--- config.mk ---
export PLATFORM = sky130hd
export DESIGN_NAME = opl3_timer_ctrl_flat
export DESIGN_NICKNAME = d
export VERILOG_FILES = /design/src/rtl/opl3_timer_ctrl_if.sv /design/src/rtl/opl3_timer_ctrl.sv /design/src/flat_wrapper.sv
export SDC_FILE = /design/constraint.sdc
export NUM_CORES = 1
export LEC_CHECK = 0
export CELL_PAD_IN_SITES_DETAIL_PLACEMENT = 1
export CELL_PAD_IN_SITES_GLOBAL_PLACEMENT = 2
export CORE_MARGIN = 5
export CORE_UTILIZATION = 40
export CTS_BUF_LIST = sky130_fd_sc_hd__clkbuf_8 sky130_fd_sc_hd__clkbuf_16
export DETAILED_ROUTE_END_ITERATION = 12
export GPL_TIMING_DRIVEN = 1
export HOLD_SLACK_MARGIN = 0.15
export PLACE_DENSITY_LB_ADDON = 0.1
export SLEW_MARGIN = 25
export SYNTH_ARGS = -nofsm -noshare
export SYNTH_HDL_FRONTEND = slang
export SYNTH_SLANG_ARGS = --single-unit
--- constraint.sdc ---
create_clock -name i_clk -period 6.2 [get_ports i_clk]
set_clock_uncertainty 0.2 [all_clocks]
set_input_delay 1.24 -clock i_clk [delete_from_list [all_inputs] [get_ports i_clk]]
set_output_delay 1.24 -clock i_clk [all_outputs]
set_load 0.02 [all_outputs]
--- src/rtl/opl3_timer_ctrl_if.sv ---
// rtl/opl3_timer_ctrl_if.sv - host-side bus for the OPL3 timer controller
// Purpose: bundles the pre-decoded register write strobes, write data and
//          the status/interrupt outputs between the host decoder and the timers.
// Signals:
//   tl1_wr  : write wdata to timer-1 load register
//   tl2_wr  : write wdata to timer-2 load register
//   ctrl_wr : write wdata to control register
//   wdata   : 8-bit host write data
//   status  : {IRQ, FT1, FT2, 5'b0}
//   irq_n   : active-low interrupt
// Modports: master = host decoder, slave = timer controller.
interface opl3_timer_ctrl_if;
  logic       tl1_wr;
  logic       tl2_wr;
  logic       ctrl_wr;
  logic [7:0] wdata;
  logic [7:0] status;
  logic       irq_n;

  modport master (
    output tl1_wr, tl2_wr, ctrl_wr, wdata,
    input  status, irq_n
  );

  modport slave (
    input  tl1_wr, tl2_wr, ctrl_wr, wdata,
    output status, irq_n
  );
endinterface

--- src/rtl/opl3_timer_ctrl.sv ---
// rtl/opl3_timer_ctrl.sv - OPL3 host timers, overflow flags, status byte and IRQ
// Purpose: two 8-bit up-counting host timers clocked from a shared clk_en
//          prescaler chain (tick1 every TICK1_DIV clk_en, tick2 every TICK2_DIV
//          tick1), with start/mask control, overflow flags and interrupt.
// Ports:
//   i_clk    : system clock
//   i_reset  : synchronous active-high reset
//   i_clk_en : sample-rate strobe, one clock wide
//   io_bus   : opl3_timer_ctrl_if.slave (write strobes, wdata, status, irq_n)
// Configuration macro: OPL3_TIMER_IRQ_EN
//   defined   -> irq_n = ~(FT1 | FT2)
//   undefined -> irq_n tied high (polled operation, status unchanged)
module opl3_timer_ctrl #(
  parameter int TICK1_DIV = 4,
  parameter int TICK2_DIV = 4
) (
  input  logic               i_clk,
  input  logic               i_reset,
  input  logic               i_clk_en,
  opl3_timer_ctrl_if.slave   io_bus
);

  localparam int P1W = (TICK1_DIV > 1) ? $clog2(TICK1_DIV) : 1;
  localparam int P2W = (TICK2_DIV > 1) ? $clog2(TICK2_DIV) : 1;

  typedef enum logic {S_IDLE = 1'b0, S_RUN = 1'b1} state_t;

  logic [P1W-1:0] r_pre1;
  logic [P2W-1:0] r_pre2;
  logic           w_tick1;
  logic           w_tick2;

  state_t         r_state    [2];
  state_t         w_state_nx [2];
  logic [7:0]     r_cnt      [2];
  logic [7:0]     r_tl       [2];
  logic [1:0]     r_mt;
  logic [1:0]     r_ft;

  logic [1:0]     w_tick;
  logic [1:0]     w_run;
  logic [1:0]     w_start;
  logic [1:0]     w_ovf;
  logic [1:0]     w_st_bit;
  logic [1:0]     w_mt_bit;
  logic           w_ctrl_apply;
  logic           w_irq;
  logic           w_unused;

  // Prescaler chain: free-running from reset, never touched by host writes.
  assign w_tick1 = i_clk_en & (r_pre1 == P1W'(TICK1_DIV - 1));
  assign w_tick2 = w_tick1 & (r_pre2 == P2W'(TICK2_DIV - 1));

  always_ff @(posedge i_clk) begin
    if (i_reset) begin
      r_pre1 <= '0;
      r_pre2 <= '0;
    end else if (i_clk_en) begin
      r_pre1 <= w_tick1 ? '0 : r_pre1 + 1'b1;
      if (w_tick1) begin
        r_pre2 <= w_tick2 ? '0 : r_pre2 + 1'b1;
      end
    end
  end

  // Index 0 is timer 1, index 1 is timer 2. RST=1 makes the write touch
  // only the flags, so MT/ST updates are gated on RST=0.
  assign w_tick       = {w_tick2, w_tick1};
  assign w_ctrl_apply = io_bus.ctrl_wr & ~io_bus.wdata[7];
  assign w_st_bit     = {io_bus.wdata[1], io_bus.wdata[0]};
  assign w_mt_bit     = {io_bus.wdata[5], io_bus.wdata[6]};

  // Timer FSM: state register
  always_ff @(posedge i_clk) begin
    if (i_reset) begin
      for (int i = 0; i < 2; i++) r_state[i] <= S_IDLE;
    end else begin
      r_state <= w_state_nx;
    end
  end

  // Timer FSM: next state
  always_comb begin
    for (int i = 0; i < 2; i++) begin
      w_state_nx[i] = r_state[i];
      if (w_ctrl_apply) begin
        w_state_nx[i] = w_st_bit[i] ? S_RUN : S_IDLE;
      end
    end
  end

  // Timer FSM: outputs. A start only happens from IDLE, so a coincident
  // tick is never counted on the reload cycle.
  always_comb begin
    for (int i = 0; i < 2; i++) begin
      w_run[i]   = (r_state[i] == S_RUN);
      w_start[i] = w_ctrl_apply & w_st_bit[i] & ~w_run[i];
      w_ovf[i]   = w_run[i] & w_tick[i] & (r_cnt[i] == 8'hFF);
    end
  end

  // Counters reload from the pre-write r_tl, so a load write coinciding
  // with a reload only affects the following period.
  always_ff @(posedge i_clk) begin
    if (i_reset) begin
      for (int i = 0; i < 2; i++) r_cnt[i] <= 8'h00;
    end else begin
      for (int i = 0; i < 2; i++) begin
        if (w_start[i] || w_ovf[i]) begin
          r_cnt[i] <= r_tl[i];
        end else if (w_run[i] && w_tick[i]) begin
          r_cnt[i] <= r_cnt[i] + 8'h01;
        end
      end
    end
  end

  always_ff @(posedge i_clk) begin
    if (i_reset) begin
      r_tl[0] <= 8'h00;
      r_tl[1] <= 8'h00;
    end else begin
      if (io_bus.tl1_wr) r_tl[0] <= io_bus.wdata;
      if (io_bus.tl2_wr) r_tl[1] <= io_bus.wdata;
    end
  end

  always_ff @(posedge i_clk) begin
    if (i_reset) begin
      r_mt <= 2'b00;
    end else if (w_ctrl_apply) begin
      r_mt <= w_mt_bit;
    end
  end

  // Overflow set has priority over both RST clear and mask clear.
  always_ff @(posedge i_clk) begin
    if (i_reset) begin
      r_ft <= 2'b00;
    end else begin
      for (int i = 0; i < 2; i++) begin
        if (w_ovf[i] && !r_mt[i]) begin
          r_ft[i] <= 1'b1;
        end else if (io_bus.ctrl_wr && (io_bus.wdata[7] || w_mt_bit[i])) begin
          r_ft[i] <= 1'b0;
        end
      end
    end
  end

  assign w_irq         = r_ft[0] | r_ft[1];
  assign io_bus.status = {w_irq, r_ft[0], r_ft[1], 5'b0_0000};

`ifdef OPL3_TIMER_IRQ_EN
  assign io_bus.irq_n = ~w_irq;
`else
  assign io_bus.irq_n = 1'b1;
`endif

  assign w_unused = &{1'b0, io_bus.wdata[4:2]};

endmodule

--- src/flat_wrapper.sv ---
// flat-port wrapper written by rule: the top's interface ports become plain ports
module opl3_timer_ctrl_flat 
#(
  parameter int TICK1_DIV = 4,
  parameter int TICK2_DIV = 4
)
  (i_clk, i_reset, i_clk_en, io_bus_tl1_wr, io_bus_tl2_wr, io_bus_ctrl_wr, io_bus_wdata, io_bus_status, io_bus_irq_n);
  opl3_timer_ctrl_if io_bus_i ();
  input  logic i_clk;
  input  logic i_reset;
  input  logic i_clk_en;
  input wire logic [$bits(io_bus_i.tl1_wr)-1:0] io_bus_tl1_wr;
  input wire logic [$bits(io_bus_i.tl2_wr)-1:0] io_bus_tl2_wr;
  input wire logic [$bits(io_bus_i.ctrl_wr)-1:0] io_bus_ctrl_wr;
  input wire logic [$bits(io_bus_i.wdata)-1:0] io_bus_wdata;
  output wire logic [$bits(io_bus_i.status)-1:0] io_bus_status;
  output wire logic [$bits(io_bus_i.irq_n)-1:0] io_bus_irq_n;
  assign io_bus_i.tl1_wr = io_bus_tl1_wr;
  assign io_bus_i.tl2_wr = io_bus_tl2_wr;
  assign io_bus_i.ctrl_wr = io_bus_ctrl_wr;
  assign io_bus_i.wdata = io_bus_wdata;
  assign io_bus_status = io_bus_i.status;
  assign io_bus_irq_n = io_bus_i.irq_n;
  opl3_timer_ctrl #(.TICK1_DIV(TICK1_DIV), .TICK2_DIV(TICK2_DIV)) u_core (.i_clk(i_clk), .i_reset(i_reset), .i_clk_en(i_clk_en), .io_bus(io_bus_i));
endmodule
==> summary.txt, run 1 <==
status - completed
worst slew pin tran - 659 ps
TritonCTS clock tree - built
Die ar. - 6870 um2
Sink Count - 42
Post-synth EDFFs - 32
fin cells - 271
Site Rows - 26
Final ANT Viol Nets - 0
Post-CTS Setup Inserts - 0
hold_buf cts - 0
worst vdd ir - 0.0000990 V
leak pwr - 0.878 nW
largest net degree at the start of global routing - 18
sequential area share after synthesis - 0.546
worst hold path class - reg -> reg
clock slew at reported path FFs - 80 ps
RSZ-0062 raised after global routing - no
Critical R2R Launch - u_core.r_cnt[1][0]
Core ar. - 5140 um2
top post-synthesis cells by count - 32 x edfxtp_1, 22 x nor2_1, 10 x dfxtp_1, 9 x a21oi_1, 9 x buf_4
ys flop type - edfxtp_1
Setup Viol. Count Final - 0
gr usage total - 0.135
Worst slew margin - 0.559
crit-path max FO - 17
register bit total from synthesis - 42
CTS H-tree lvls - 2
Overflow after GRT - 0
busiest layer in global routing - met2
Vias per Instance - 5.30
antenna violations before repair - 0
Hold Vio Cnt, Final - 0
IO Port Bufs - 16
FF-to-FF path depth - 5
clk_lat worst skew - 280 ps
Resized cells post-CTS - 0
syn_area_per_cell - 11.5 um2
pre-CTS setup slack - 2720 ps
reg2reg setup slack - 3950 ps
max frequency - 317 MHz
crit path kind - in -> reg
area share of the largest cell type after synthesis - 0.452
CP Capture Point - u_core.r_cnt[0][1]
Worst path max stage delay - 680 ps
worst r2r dst - u_core.r_cnt[1][2]
post-synth cell types - 39
crit path DAT - 2980 ps
Sum Neg Setup Slack - 0 ps
GPL Wtd Cong - 0.758
CTS Buf Count - 5
n_diodes - 0
Worst path slowest cell - clkdlybuf4s50_1
Warnings, synthesis - 0
dominant cells by area after synthesis - edfxtp_1 45%, dfxtp_1 9.4%, nor2_1 3.9%, mux2i_1 3.8%, buf_4 3.2%
vias in the first global route - 1600
Crit. Startpoint - i_reset
DR vias - 1436
crit path cell chain - clkdlybuf4s50_1, and4b_1, a21boi_4, mux2i_1, nor2_1
DIE WIDTH - 82.9 um
nets@finish - 218
clk buf depth - 2
Detailed Routing Iterations Pass 1 - 4
GR met3 Demand/Resource - 0.0347
Post-Syn Area - 2130 um2
Worst setup EP type - register
synthesized instance count - 185
Post-Place Cells - 263
crit share post-route - 0.510
Synth async-reset ratio - 0
met2 usage - 0.243
setup ws final - 3040 ps
fin crit period - 3160 ps
layout cells sized above 1 - 0.114
startpoint types - input pin
mean routed wirelength per cell - 16.9 um
die height - 82.9 um
residual DRC count - 0
Max Cap Viol - 0
initial core utilization - 0.414
HPWL after DPL - 3530 um
top-count cell post-synth - edfxtp_1
met1 usage - 0.160
final wirelength - 4570 um
overall power - 545 uW
I/O pin total - 23
Pins Over Slew Limit - 0
DR iter-0 viols - 76
Cell Pwr Density - 230 nW/um2
first-pass GRT wire length - 7580 um
clock root cell - clkbuf_8
leading area contributor after synthesis - edfxtp_1
Layout Area Growth over Synthesis - 11.7%
Critical Path RT - 6020 ps
how the worst min path moves through the flow:
stage / from / to / cells past startpoint
after global placement: u_core.r_pre2[1] / u_core.r_pre2[1] / 2
after CTS: u_core.r_pre2[1] / u_core.r_pre2[1] / 2
final: u_core.r_pre2[1] / u_core.r_pre2[1] / 2
after global routing: u_core.r_pre2[1] / u_core.r_pre2[1] / 2
after floorplan: u_core.r_pre2[1] / u_core.r_pre2[1] / 2
after detailed placement: u_core.r_pre2[1] / u_core.r_pre2[1] / 2
metrics by stage:
stage | hold WS, ps | cell area, um2 | utilization
after floorplan | 240 | 2140 | -
after global placement | 250 | 2290 | 0.446
after detailed placement | 259 | 2290 | 0.446
after CTS | 271 | 2370 | 0.462
after global routing | 300 | 2370 | 0.462
final | 265 | 2370 | 0.462
power breakdown:
part / total, mW / internal [mW] / leakage [nW] / switching [mW]
Combinational: 0.0497 / 0.0214 / 0.405 / 0.0283
Sequential: 0.334 / 0.323 / 0.421 / 0.0115
Clock: 0.161 / 0.0751 / 0.0519 / 0.0863
Total: 0.545 / 0.419 / 0.878 / 0.126
kinds of logic (layout without fill, tap and decap cells):
group | Yosys count | count (layout) | synth area share
AOI/OAI and AO/OA | 32 | 32 | 0.117
xor gates and xnor gates | 9 | 9 | 0.0371
adders and majority gates | 4 | 4 | 0.0235
buffers and inverters | 17 | 29 | 0.0530
DFF | 42 | 42 | 0.546
muxes | 8 | 8 | 0.0377
other | 2 | 6 | 0.00353
and+or+nand+nor | 71 | 71 | 0.182
registers in the layout, indices dropped and copies added (netlist names):
signal,cells
u_core.r_ft,2
u_core.r_pre1,2
u_core.r_cnt,16
u_core.r_tl,16
u_core.r_pre2,2
u_core.r_state,2
u_core.r_mt,2
per-layer routing:
layer  up-vias  share of wire
li1        690              -
met1       712           0.44
met2        30           0.51
met3         4          0.041
met4         0         0.0083
met5         -              0
placed cells by master, fill, tap and decap left out, types with 5 or more instances in the layout:
| master | netlist | final |
|---|---|---|
| nand3_1 | 7 | 7 |
| o21ai_0 | 5 | 5 |
| nand2_1 | 8 | 8 |
| and2_1 | 8 | 8 |
| a21oi_1 | 9 | 9 |
| a31o_2 | 5 | 5 |
| inv_1 | 5 | 8 |
| nor2_1 | 22 | 22 |
| xor2_1 | 6 | 6 |
| a211oi_1 | 6 | 6 |
| conb_1 | 2 | 6 |
| dfxtp_1 | 10 | 10 |
| edfxtp_1 | 32 | 32 |
| clkbuf_8 | 0 | 5 |
| clkdlybuf4s50_1 | 0 | 16 |
| mux2i_1 | 8 | 8 |
area by class of cell:
cell class,instances,area [um2]
sequential,42,1160
timing repair buffer,16,160
clock inverter,3,11.3
fill,591,2770
multi-input combinational,130,867
inverter,5,18.8
tap,70,87.6
clock buffer,5,68.8
critical path, delay by kind of cell:
kind,cells,cell delay [ps]
AND/OR/NAND/NOR,2,440
AO/OA/AOI/OAI,1,360
buffers and inverters,1,680
multiplexers,1,240
No activity file was read; power rests on OpenSTA's default activity.
==> run 2: changes to the inputs <==
--- a/config.mk
+++ b/config.mk
@@ -8,7 +8,7 @@
 export CELL_PAD_IN_SITES_DETAIL_PLACEMENT = 1
 export CELL_PAD_IN_SITES_GLOBAL_PLACEMENT = 2
 export CORE_MARGIN = 5
-export CORE_UTILIZATION = 40
+export CORE_UTILIZATION = 34
 export CTS_BUF_LIST = sky130_fd_sc_hd__clkbuf_8 sky130_fd_sc_hd__clkbuf_16
 export DETAILED_ROUTE_END_ITERATION = 12
 export GPL_TIMING_DRIVEN = 1
==> constraint.sdc (replaced) <==
create_clock -name i_clk -period 2.7 [get_ports i_clk]
set_clock_uncertainty 0.2 [all_clocks]
set_input_delay 0.54 -clock i_clk [delete_from_list [all_inputs] [get_ports i_clk]]
set_output_delay 0.54 -clock i_clk [all_outputs]
set_load 0.02 [all_outputs]
==> summary.txt, run 2 (synthesis results as in run 1) <==
status - completed (unchanged)
Worst setup EP type - register (unchanged)
Sequential cell area - 1160 um2 (unchanged)
DR vias - 1428 (was 1436)
DIE WIDTH - 89.1 um (was 82.9 um)
first-pass GRT wire length - 8050 um (was 7580 um)
fin area - 2400 um2 (was 2370 um2)
Post-Place Cells - 271 (was 263)
fin cells - 279 (was 271)
GPL Wtd Cong - 0.767 (was 0.758)
Worst slew margin - 0.592 (was 0.559)
Sink Count - 42 (unchanged)
leading cell types in the layout, fill and taps excluded - 32 x edfxtp_1, 22 x nor2_1, 16 x clkdlybuf4s50_1 (unchanged)
crit share post-route - 0.849
max frequency - 436 MHz
crit path DAT - 2050 ps (was 2980 ps)
CP bufs+invs - 1 (unchanged)
Sum Neg Setup Slack - 0 ps (unchanged)
worst slew pin tran - 610 ps (was 659 ps)
Final ANT Viol Nets - 0 (unchanged)
hold_buf cts - 0 (unchanged)
Cell Pwr Density - 530 nW/um2 (was 230 nW/um2)
CTS Buf Count - 5 (unchanged)
clk_lat worst skew - 300 ps (was 280 ps)
Setup Viol. Count Final - 0 (unchanged)
gr usage total - 0.136 (was 0.135)
Layout Area Growth over Synthesis - 13.1% (was 11.7%)
clock slew at reported path FFs - 80 ps (about the same)
top cell family by delay on the critical path - simple AND/OR/NAND/NOR gates (was buffers and inverters)
nets@finish - 221 (was 218)
residual DRC count - 0 (unchanged)
commonest non-fill, non-tap cell in the layout - edfxtp_1 (unchanged)
IO Port Bufs - 16 (unchanged)
Site Rows - 28 (was 26)
crit-path max FO - 8 (was 17)
n_diodes - 0 (unchanged)
crit path kind - in -> reg (unchanged)
Core ar. - 5990 um2 (was 5140 um2)
multi-input logic area - 867 um2 (unchanged)
Post-CTS Setup Inserts - 0 (unchanged)
setup ws final - 408 ps (was 3040 ps)
Regs by FF count - u_core.r_cnt x16, u_core.r_tl x16 (unchanged)
Worst path max stage delay - 470 ps (was 680 ps)
antenna violations before repair - 0 (unchanged)
Max Cap Viol - 0 (unchanged)
RSZ-0062 raised after global routing - no (unchanged)
clk buf depth - 2 (unchanged)
fin crit period - 2290 ps
layout cells sized above 1 - 0.132 (was 0.114)
Area after DPL - 2320 um2 (was 2290 um2)
final wirelength - 4770 um (was 4570 um)
Overflow after GRT - 0 (unchanged)
Detailed Routing Iterations Pass 1 - 4 (unchanged)
vias in the first global route - 1644 (was 1600)
largest net degree at the start of global routing - 17 (was 18)
DR iter-0 viols - 65 (was 76)
clock root cell - clkbuf_8 (unchanged)
Worst path slowest cell - clkdlybuf4s50_1 (unchanged)
overall power - 1.27 mW (was 545 uW)
die height - 89.1 um (was 82.9 um)
I/O pin total - 23 (unchanged)
mean routed wirelength per cell - 17.1 um (was 16.9 um)
pre-CTS setup slack - 77.1 ps (was 2720 ps)
TritonCTS clock tree - built (unchanged)
Die ar. - 7930 um2 (was 6870 um2)
CTS H-tree lvls - 2 (unchanged)
worst hold path class - reg -> reg (unchanged)
Resized cells post-CTS - 0 (unchanged)
Hold Vio Cnt, Final - 0 (unchanged)
Vias per Instance - 5.12 (was 5.30)
leak pwr - 0.887 nW (was 0.878 nW)
crit path cell chain - clkdlybuf4s50_1, nand3b_1, o21ai_0, nand2b_1 (was clkdlybuf4s50_1, and4b_1, a21boi_4, mux2i_1, nor2_1)
initial core utilization - 0.355 (was 0.414)
HPWL after DPL - 3710 um (was 3530 um)
worst vdd ir - 0.000211 V (was 0.0000990 V)
Pins Over Slew Limit - 0 (unchanged)
Critical Path RT - 2460 ps (was 6020 ps)
startpoint types - input pin (unchanged)
Fill cells - 665 (was 591)
-- run 2: worst paths after layout --
path / startpoint / end / slack [ps] / cells past startpoint
setup / recovery: io_bus_wdata[7] / u_core.r_cnt[0][4] / 410 / 4
hold / removal: u_core.r_ft[0] / u_core.r_ft[0] / 290 / 2
setup reg to reg: u_core.r_cnt[1][0] / u_core.r_cnt[1][4] / 520 / 5
hold reg to reg: u_core.r_ft[0] / u_core.r_ft[0] / 290 / 2
-- run 2: area by class of cell --
| cell class | instances | share of cell area |
|---|---|---|
| clock buffers | 5 | 0.0286 |
| clock inverters | 3 | 0.00520 |
| inverters | 5 | 0.00780 |
| multi-input cells | 130 | 0.361 |
| flip-flops and latches | 42 | 0.483 |
| well taps | 75 | 0.0390 |
| repair buffers | 19 | 0.0760 |
-- run 2: where the power goes --
group          switching (mW)  internal, mW
clock network           0.215         0.174
logic                  0.0654        0.0520
registers              0.0264         0.741
-- run 2: stage by stage --
stage	util	hold slack, ps
after global placement	0.388	246
final	0.401	286
after floorplan	-	240
after detailed placement	0.388	273
after global routing	0.401	319
after CTS	0.401	295
-- run 2: tightest hold or removal path: stages (launching register included) --
cell,delay (ps)
dfxtp_1,330
nand2_1,60
a21oi_1,50
-- run 2: metal layers --
| metal | share of wire | global-route usage | vias up |
|---|---|---|---|
| li1 | - | - | 695 |
| met1 | 0.42 | 0.160 | 699 |
| met2 | 0.52 | 0.242 | 26 |
| met3 | 0.040 | 0.0323 | 8 |
| met4 | 0.015 | 0.0447 | 0 |
| met5 | 0 | 0 | - |
